### src/rtl/ifns_decoder_pipe_pkg.sv
// ifns_pkg: Fibonacci weight helpers and shared constants for the IFNS decoder pipeline.
// Used by ifns_decoder_pipe and ifns_group_sum.
package ifns_pkg;

    localparam int ERRCNT_W = 16;

    // Weight of code bit d_k: W[1]=1, W[2]=2, W[k]=W[k-1]+W[k-2]
    function automatic int fib_w(input int k);
        int a;
        int b;
        int t;
        a = 1;
        b = 2;
        if (k <= 1) begin
            b = 1;
        end else begin
            for (int i = 3; i <= k; i++) begin
                t = a + b;
                a = b;
                b = t;
            end
        end
        return b;
    endfunction

    function automatic int data_w(input int code_w);
        return $clog2(fib_w(code_w + 1));
    endfunction

    function automatic int num_groups(input int code_w, input int group_w);
        return (code_w + group_w - 1) / group_w;
    endfunction

endpackage

### src/rtl/ifns_decoder_pipe_group_sum.sv
// ifns_group_sum: combinational Fibonacci-weighted sum of one codeword slice.
// BASE is the 1-based code index of the slice's bit 0.
module ifns_group_sum
    import ifns_pkg::*;
#(
    parameter int WIDTH = 8,
    parameter int BASE  = 1,
    parameter int SUM_W = 18
) (
    input  logic [WIDTH-1:0] i_bits,
    output logic [SUM_W-1:0] o_sum
);

    always_comb begin
        o_sum = '0;
        for (int j = 0; j < WIDTH; j++) begin
            if (i_bits[j]) begin
                o_sum = o_sum + SUM_W'(fib_w(BASE + j));
            end
        end
    end

endmodule

### src/rtl/ifns_decoder_pipe.sv
// ifns_decoder_pipe: 2-stage pipelined multi-channel IFNS decoder with valid/ready back-pressure.
// Define IFNS_DEC_ERR_CHECK_EN to add per-channel range flags (code_err) and a saturating err_count.
module ifns_decoder_pipe
    import ifns_pkg::*;
#(
    parameter int CODE_W  = 24,
    parameter int NUM_CH  = 1,
    parameter int GROUP_W = 8,
    parameter int DATA_W  = data_w(CODE_W)
) (
    input  logic                     clock,
    input  logic                     rst,
    input  logic                     in_valid,
    output logic                     in_ready,
    input  logic [NUM_CH*CODE_W-1:0] codein,
    output logic                     out_valid,
    input  logic                     out_ready,
    output logic [NUM_CH*DATA_W-1:0] dataout
`ifdef IFNS_DEC_ERR_CHECK_EN
    ,
    output logic [NUM_CH-1:0]        code_err,
    output logic [ERRCNT_W-1:0]      err_count
`endif
);

    localparam int NUM_G = num_groups(CODE_W, GROUP_W);
    localparam int SUM_W = DATA_W + 1;

    logic [SUM_W-1:0]          w_part  [NUM_CH][NUM_G];
    logic [SUM_W-1:0]          r_part  [NUM_CH][NUM_G];
    logic [SUM_W-1:0]          w_total [NUM_CH];
    logic                      r_v1;
    logic                      r_v2;
    logic [NUM_CH*DATA_W-1:0]  r_data;
    logic                      w_en1;
    logic                      w_en2;
    logic                      w_accept;

    assign w_en2    = ~r_v2 | out_ready;
    assign w_en1    = ~r_v1 | w_en2;
    assign w_accept = in_valid & w_en1;
    assign in_ready = w_en1;

    // The last group of each channel is narrower when GROUP_W does not divide CODE_W
    for (genvar gc = 0; gc < NUM_CH; gc++) begin : g_ch
        for (genvar gg = 0; gg < NUM_G; gg++) begin : g_grp
            localparam int LO  = gg * GROUP_W;
            localparam int WID = ((CODE_W - LO) < GROUP_W) ? (CODE_W - LO) : GROUP_W;
            ifns_group_sum #(
                .WIDTH (WID),
                .BASE  (LO + 1),
                .SUM_W (SUM_W)
            ) u_grp (
                .i_bits (codein[gc*CODE_W + LO +: WID]),
                .o_sum  (w_part[gc][gg])
            );
        end
    end

    always_ff @(posedge clock or posedge rst) begin
        if (rst) begin
            r_v1 <= 1'b0;
            for (int c = 0; c < NUM_CH; c++) begin
                for (int g = 0; g < NUM_G; g++) begin
                    r_part[c][g] <= '0;
                end
            end
        end else if (w_en1) begin
            r_v1 <= w_accept;
            if (w_accept) begin
                r_part <= w_part;
            end
        end
    end

    always_comb begin
        for (int c = 0; c < NUM_CH; c++) begin
            w_total[c] = '0;
            for (int g = 0; g < NUM_G; g++) begin
                w_total[c] = w_total[c] + r_part[c][g];
            end
        end
    end

    always_ff @(posedge clock or posedge rst) begin
        if (rst) begin
            r_v2   <= 1'b0;
            r_data <= '0;
        end else if (w_en2) begin
            r_v2 <= r_v1;
            if (r_v1) begin
                for (int c = 0; c < NUM_CH; c++) begin
                    r_data[c*DATA_W +: DATA_W] <= w_total[c][DATA_W-1:0];
                end
            end
        end
    end

    assign out_valid = r_v2;
    assign dataout   = r_data;

`ifdef IFNS_DEC_ERR_CHECK_EN
    localparam logic [SUM_W-1:0] CODE_LIMIT = SUM_W'(fib_w(CODE_W + 1));

    logic [NUM_CH-1:0]     r_err;
    logic [ERRCNT_W-1:0]   r_errCount;
    logic [ERRCNT_W:0]     w_errSum;

    always_comb begin
        w_errSum = {1'b0, r_errCount};
        for (int c = 0; c < NUM_CH; c++) begin
            w_errSum = w_errSum + {{ERRCNT_W{1'b0}}, r_err[c]};
        end
    end

    // Flags ride with dataout; the counter samples them on each output handshake
    always_ff @(posedge clock or posedge rst) begin
        if (rst) begin
            r_err      <= '0;
            r_errCount <= '0;
        end else begin
            if (w_en2 && r_v1) begin
                for (int c = 0; c < NUM_CH; c++) begin
                    r_err[c] <= (w_total[c] >= CODE_LIMIT);
                end
            end
            if (r_v2 && out_ready) begin
                r_errCount <= w_errSum[ERRCNT_W] ? {ERRCNT_W{1'b1}} : w_errSum[ERRCNT_W-1:0];
            end
        end
    end

    assign code_err  = r_err;
    assign err_count = r_errCount;
`else
    logic [NUM_CH-1:0] w_unusedTopBits;

    always_comb begin
        for (int c = 0; c < NUM_CH; c++) begin
            w_unusedTopBits[c] = w_total[c][DATA_W];
        end
    end
`endif

endmodule

### config.mk
export PLATFORM = sky130hd
export DESIGN_NAME = ifns_decoder_pipe
export DESIGN_NICKNAME = d
export VERILOG_FILES = /design/src/rtl/ifns_decoder_pipe_pkg.sv /design/src/rtl/ifns_decoder_pipe_group_sum.sv /design/src/rtl/ifns_decoder_pipe.sv
export SDC_FILE = /design/constraint.sdc
export NUM_CORES = 1
export LEC_CHECK = 0
export BUFFER_PORTS_ARGS = -buffer_cell sky130_fd_sc_hd__buf_4
export CAP_MARGIN = 10
export CORE_MARGIN = 2
export CORE_UTILIZATION = 65
export CTS_CLUSTER_DIAMETER = 40
export DETAILED_ROUTE_END_ITERATION = 6
export PLACE_DENSITY = 0.86
export SLEW_MARGIN = 30
export SYNTH_ARGS = -nofsm -noshare
export SYNTH_HDL_FRONTEND = slang
export SYNTH_SLANG_ARGS = --single-unit
### constraint.sdc
create_clock -name clock -period 5.1 [get_ports clock]
set_input_delay 0.765 -clock clock [delete_from_list [all_inputs] [get_ports clock]]
set_output_delay 0.765 -clock clock [all_outputs]
set_load 0.05 [all_outputs]
* After elaboration in Yosys (flattened, before gate mapping)
Cells that the tools add are included.
** Word-level totals
- Flip-flop bits (word level) :: 70
- Bits in latches :: 0
- RAM bits :: 0
- Bits in read-only memories :: 0
- Input bits :: 28
- Output and inout bits :: 19
- Word-level logic and storage cells :: 80
- Memories :: 0
** Operators by class
- $add $sub $neg :: 23
- $mul :: 0
- Divide/modulo/power cells :: 0
- $lt $le $gt $ge :: 0
- Eq/ne operators :: 0
- Shifts and indexed selects :: 0
- Muxes and demuxes :: 44
- Bitwise gates (word level) :: 5
- Reductions and logical operators :: 2
** Operators by type and width (number)
- 17-bit two-way mux :: 40
- 17-bit adder :: 19
- 12-bit by 17-bit adder with 17-bit output :: 1
- 3-bit by 17-bit adder with 17-bit output :: 1
- 6-bit by 17-bit adder with 17-bit output :: 1
- 12-bit two-way mux :: 1
- 6-bit two-way mux :: 1
- 2-bit AND reduction :: 2
- 1-bit by 2-bit adder with 3-bit output, second input constant :: 1
- 3-bit two-way mux :: 1
- 1-bit NOT :: 2
- 1-bit OR :: 2
- 1-bit AND :: 1
- 1-bit two-way mux :: 1

* Logic depth before layout (Yosys ltp)
- Depth in word-level cells :: 15
- Depth in mapped cells :: 20
- Gate-level depth less buffers :: 20

* Cells and area by module
A second synthesis with hierarchy kept.
** Second synthesis, totals
- Cells, all modules :: 1012
- Area total of the unflattened synthesis :: 8991.1 um^2
** Modules (own cells, without submodules)
- ifns_decoder_pipe :: times used 1, cells an instance 290, area each 3686.0 um^2, sequential area each 1751.7 um^2
- ifns_group_sum (g_ch[0].g_grp[2].u_grp) :: times used 1, cells an instance 368, area each 2539.9 um^2, sequential area each 0.0 um^2
- ifns_group_sum (g_ch[0].g_grp[1].u_grp) :: times used 1, cells an instance 260, area each 2009.4 um^2, sequential area each 0.0 um^2
- ifns_group_sum (g_ch[0].g_grp[0].u_grp) :: times used 1, cells an instance 94, area each 755.7 um^2, sequential area each 0.0 um^2

* Worst setup path after synthesis
OpenSTA, ideal clock, no wires.
- Kind :: in2reg
- Start point :: input codein[17]
- End point :: register r_part[16] (netlist bit)
- Library setup time :: 0.069 ns
- Arrival :: 5.189 ns
- Required time :: 5.031 ns
- Slack :: -0.158 ns
- Cell stages on the path :: 19
- Buffers on the path :: 2
- Cells stage by stage :: inv_1 > ha_1 > or2b_1 > clkbuf_1 > ha_1 > or4b_1 > o211ai_2 > nand2_1 > or4_1 > a21o_1 > and2_4 > buf_6 > nor3b_1 > a2111oi_4 > a211oi_1 > a311o_1 > or3_1 > or4b_1 > nand3_1
** Between the ends
- Word-level cells in the longest chain between the ends :: 13
** RTL lines
- start: declaration :: line ifns_decoder_pipe.sv:15 : input logic [NUM_CH*CODE_W-1:0] codein,
- 17-bit two-way mux (*) :: line ifns_decoder_pipe_group_sum.sv:17 : if (i_bits[j]) begin
- 17-bit adder :: line ifns_decoder_pipe_group_sum.sv:18 : o_sum = o_sum + SUM_W'(fib_w(BASE + j));
- 17-bit two-way mux (*) :: line ifns_decoder_pipe_group_sum.sv:17
- 17-bit adder :: line ifns_decoder_pipe_group_sum.sv:18
- 17-bit two-way mux (*) :: line ifns_decoder_pipe_group_sum.sv:17
- 17-bit adder :: line ifns_decoder_pipe_group_sum.sv:18
- 17-bit two-way mux (*) :: line ifns_decoder_pipe_group_sum.sv:17
- 17-bit adder :: line ifns_decoder_pipe_group_sum.sv:18
- 17-bit two-way mux (*) :: line ifns_decoder_pipe_group_sum.sv:17
- 17-bit adder :: line ifns_decoder_pipe_group_sum.sv:18
- 17-bit two-way mux (*) :: line ifns_decoder_pipe_group_sum.sv:17
- 17-bit adder :: line ifns_decoder_pipe_group_sum.sv:18
- 17-bit two-way mux (*) :: line ifns_decoder_pipe_group_sum.sv:17
- end signal: assignment :: line ifns_decoder_pipe.sv:71 : r_part <= w_part;
- end: declaration :: line ifns_decoder_pipe.sv:30 : logic [SUM_W-1:0] r_part [NUM_CH][NUM_G];
Mark *: on every way between the ends. The rest lies on a longest branch, timed or not.
A chain may end at the register's enable or synchronous reset.

* Worst setup path in the final report
- Start point :: input codein[16]
- End point :: register r_part[16] (netlist bit)
** Between the ends
- Word-level cells in the longest chain between the ends :: 15
** RTL lines (line)
- 12-bit two-way mux (*) :: ifns_decoder_pipe_group_sum.sv:17
- 12-bit by 17-bit adder with 17-bit output :: ifns_decoder_pipe_group_sum.sv:18
- 17-bit two-way mux (*) :: ifns_decoder_pipe_group_sum.sv:17
- 17-bit adder :: ifns_decoder_pipe_group_sum.sv:18
- 17-bit two-way mux (*) :: ifns_decoder_pipe_group_sum.sv:17
- 17-bit adder :: ifns_decoder_pipe_group_sum.sv:18
- 17-bit two-way mux (*) :: ifns_decoder_pipe_group_sum.sv:17
- 17-bit adder :: ifns_decoder_pipe_group_sum.sv:18
- 17-bit two-way mux (*) :: ifns_decoder_pipe_group_sum.sv:17
- 17-bit adder :: ifns_decoder_pipe_group_sum.sv:18
- 17-bit two-way mux (*) :: ifns_decoder_pipe_group_sum.sv:17
- 17-bit adder :: ifns_decoder_pipe_group_sum.sv:18
- 17-bit two-way mux (*) :: ifns_decoder_pipe_group_sum.sv:17
- 17-bit adder :: ifns_decoder_pipe_group_sum.sv:18
- 17-bit two-way mux (*) :: ifns_decoder_pipe_group_sum.sv:17
Marked as above.

==> results.txt <==
----------------------------------------------------
[Synth]
  Sequential fraction of the synthesis area ... 19.4%
  Mean area per synthesized cell ... 7.79 um^2
  Leading area contributor after synthesis ... sky130_fd_sc_hd__dfrtp_1
  Proportion of netlist area held by the largest area contributor ... 19.4%
  Post-Syn Area ... 0.00748 mm^2
  Synthesized netlist cell count ... 960
  Number of warnings issued by yosys ... 0
  Count of distinct cell types in the synthesized netlist ... 86
  Dominant cells by area after synthesis ... sky130_fd_sc_hd__dfrtp_1 19%, sky130_fd_sc_hd__ha_1 8.5%, sky130_fd_sc_hd__xnor2_1 8.0%
  FF+latch count, synth ... 58
  Number of enable flip-flop cells after synthesis ... 0
  Fraction of registers with async set/reset ... 100%
  Net Count, Synth ... 1,049
  Flip-flop cell with the highest count after synthesis ... sky130_fd_sc_hd__dfrtp_1

[Drt]
  Initial DRC count ... 543
  First-pass iteration count of the detailed router ... 4
  Total number of vias ... 7,406
  WL per Instance ... between 10 and 15 um
  DR vias/cell ... approximately 6
  DRC viols ... 0
  Final antenna-violating net count ... 0
  Routed wire length ... 18.4 mm

[Place]
  Port Buffers ... 46
  DPL Wire Length ... 13.5 mm
  Placer Congestion ... 0.863
  Post-Place Setup Slack ... -0.299 ns
  Cell total after placement ... 1,207

[Setup path]
  Highest net fanout along the worst path ... 5
  Worst Reg2Reg Path Length in Cells ... 17
  Slack of the worst reg-to-reg path ... ~0.9 ns
  Capturing instance or port of the critical path ... r_part[16]
  Source of the critical timing path ... codein[16]
  Worst Setup Start Kind ... input port
  Worst path required time ... 5.36 ns
  Start-to-end type of the worst setup path ... input port to flop
  Category of the worst setup path capture point ... flop
  Endpoint of the lowest-slack register-to-register path ... dataout[15]
  Worst Path Arrival ... 5.30 ns
  Worst r2r src ... r_part[1]

[GRT]
  Met3 demand-to-capacity share in global routing ... 3.28%
  Met2 GRT Util ... a little over half
  Number of antenna violations at the first check in global routing ... 0
  Overall Global Routing Usage ... 28.7%
  Met1 Use GR ... 34.2%
  Gr busiest metal ... met2
  Global-route wire length before repair ... ~31 mm
  Number of global-route vias before repair ... 6,996
  Global-route congestion overflow total ... 0
  Pin count of the biggest net entering global routing ... 59

[Run status]
  Run status ... complete, no violations

[Clock network]
  Count of H-tree levels built during CTS ... 3
  Clock slew at the register clock pins of the worst setup and hold paths ... 0.05 ns
  Clock tree buffer depth ... 2
  Num Clock Sinks ... 58
  CTS Root Buffer Type ... sky130_fd_sc_hd__clkbuf_16
  Number of clock buffers inserted by TritonCTS ... 9
  Hold_buf cts ... 0
  CTS tree ... built
  Insertion delay to the later sink of the worst-skew pair ... 0.33 ns

[Power]
  Share of power burned in registers ... 20.1%
  Largest voltage drop on the vdd net ... 0.530 mV
  Net switching power ... ~1.8 mW
  Switching part of the total ... 45.5%
  Internal Pwr Total ... 2.11 mW
  Power per cell area ... 426 mW/mm^2
  Combinational power share ... a little under two thirds
  Clock network fraction of total power ... 16.3%
  Standby leakage power ... 4.07 nW

[STA]
  Tightest slew margin relative to the limit ... 43.3%
  Shortest clock period the worst path allows after layout ... ~5.0 ns
  Maximum clock frequency ... 199 MHz
  Skew final ... 0.00450 ns
  Count of endpoints failing setup in the final report ... 0
  Final slew viol count ... 0
  Tightest Pin Transition ... 0.849 ns
  Period Utilization, post-route ... 98.8%
  Worst setup margin ... 0.0623 ns
  Number of hold violations in the final report ... 0

[Floorplan]
  Area inside the core boundary ... 0.0113 mm^2
  Overall die height ... 111 um
  Initial core utilization ... between 60% and 70%
  Io pins ... 47
  Width of the die ... 111 um
  Floorplan die area ... 0.0124 mm^2
  Rows ... 39

[Final layout]
  Commonest non-fill, non-tap cell in the layout ... sky130_fd_sc_hd__buf_4
  Most used cells in the layout excluding fill and tap cells ... 143 x sky130_fd_sc_hd__buf_4, 118 x sky130_fd_sc_hd__nand2_1, 83 x sky130_fd_sc_hd__o21ai_0
  Post-layout utilization of the core ... about four fifths
  Ant diodes ... 0
  Post-route insts no fill ... ~1,200
  Share of final-layout standard cells stronger than drive strength 1 ... 20.9%
  Final layout net count ... approximately 1,200
  Synth-to-layout area growth ... 21.6%

[Worst hold path]
  Min-Delay Path Class ... flop to flop

[Run]
  Number of max-cap violations ... 0

----------------------------------------------------
## power groups by stage
stage / clock (mW) / sequential (mW) / combinational [mW]
after global routing: 0.651 / 0.799 / 2.71
after CTS: 0.630 / 0.778 / 2.42
final: 0.630 / 0.777 / 2.47
after global placement: 0 / 0.767 / 2.25
after detailed placement: 0 / 0.777 / 2.33
after floorplan: 0 / 0.982 / 1.51
## repair_timing
item / 4_1_cts / 5_1_grt
gates resized for setup: 0 / 23
setup endpoints to repair: 0 / 3
buffers inserted: 0 / 3
## metrics by stage
step | area [um^2] | TNS (ns) | total power, mW | hold WS (ns)
floorplan | 7570 | 0 | 2.49 | 0.443
global placement | 8650 | -0.0770 | 3.02 | 0.462
detailed placement | 8650 | -0.449 | 3.10 | 0.466
CTS | 8960 | 0 | 3.83 | 0.476
global route | 9090 | -0.0762 | 4.16 | 0.504
finish | 9090 | 0 | 3.88 | 0.476
## worst min path at each step
| stage | end | from | cells past startpoint | slack, ns |
|---|---|---|---|---|
| detailed placement | r_part[30] | r_part[30] | 2 | 0.47 |
| finish | dataout[0] | dataout[0] | 2 | 0.48 |
| global placement | dataout[6] | dataout[6] | 2 | 0.46 |
| floorplan | r_part[30] | r_part[30] | 2 | 0.44 |
| CTS | r_part[30] | r_part[30] | 2 | 0.48 |
| global route | dataout[13] | dataout[13] | 2 | 0.50 |
## cell type report
class,instances,area (um^2)
Fill cell,780,2230
Clock buffer,15,288
Tap cell,143,179
Multi-Input combinational cell,810,5860
Inverter,55,206
Timing Repair Buffer,144,1080
Sequential cell,58,1450
Clock inverter,1,30.0
## metal layers
layer / wire length (um) / part of all wire (%)
met4: 441 / 2.4
met1: 7790 / 42
met3: 657 / 3.6
met5: 0 / 0
met2: 9470 / 52
## worst max-delay path, stage by stage
cell and delay, ns:
sky130_fd_sc_hd__buf_4 0.11, sky130_fd_sc_hd__inv_2 0.05, sky130_fd_sc_hd__ha_2 0.17, sky130_fd_sc_hd__or2b_1 0.27
sky130_fd_sc_hd__ha_4 0.22, sky130_fd_sc_hd__or4b_4 0.52, sky130_fd_sc_hd__o211ai_4 0.13, sky130_fd_sc_hd__nand2_2 0.10
sky130_fd_sc_hd__buf_6 0.14, sky130_fd_sc_hd__or4_4 0.41, sky130_fd_sc_hd__a21o_1 0.21, sky130_fd_sc_hd__and2_4 0.17
sky130_fd_sc_hd__nor3b_2 0.16, sky130_fd_sc_hd__a2111oi_4 0.47, sky130_fd_sc_hd__buf_4 0.20, sky130_fd_sc_hd__buf_4 0.11
sky130_fd_sc_hd__xor2_1 0.08, sky130_fd_sc_hd__or3_4 0.40, sky130_fd_sc_hd__or4b_4 0.52, sky130_fd_sc_hd__nand3_2 0.08
## synth_stat cells (all sizes together) (4+ instances only)
master     n
nand2    119
o21ai     86
xnor2     68
dfrtp     58
inv       53
ha        51
nor2      51
a21oi     40
xor2      35
clkbuf    31
nand2b    30
nand3     30
nor3      20
a211oi    17
o31ai     16
a31oi     15
o211ai    15
or3       14
mux2i     13
a21o      12
or2       11
and2      10
and3      10
fa        10
a21boi     8
a2111oi    7
mux2       7
nor2b      7
nor4       7
o22ai      7
buf        6
nor3b      6
o2111ai    6
or4        6
a211o      5
nand4      5
o21a       5
a31o       4
and3b      4
## registers in the layout, indices dropped and copies added (netlist names)
signal and cells:
dataout 17, out_valid 1, r_part 39, r_v1 1
## cell families after synthesis
group / share of synthesized area [%]
AND/OR/NAND/NOR: 23.4
multiplexers: 2.84
flip-flops: 19.4
XOR/XNOR: 12.7
adder cells (fa/ha/maj): 11.2
buffers and inverters: 4.92
AO/OA/AOI/OAI: 25.6
No activity file was read; power rests on OpenSTA's default activity.
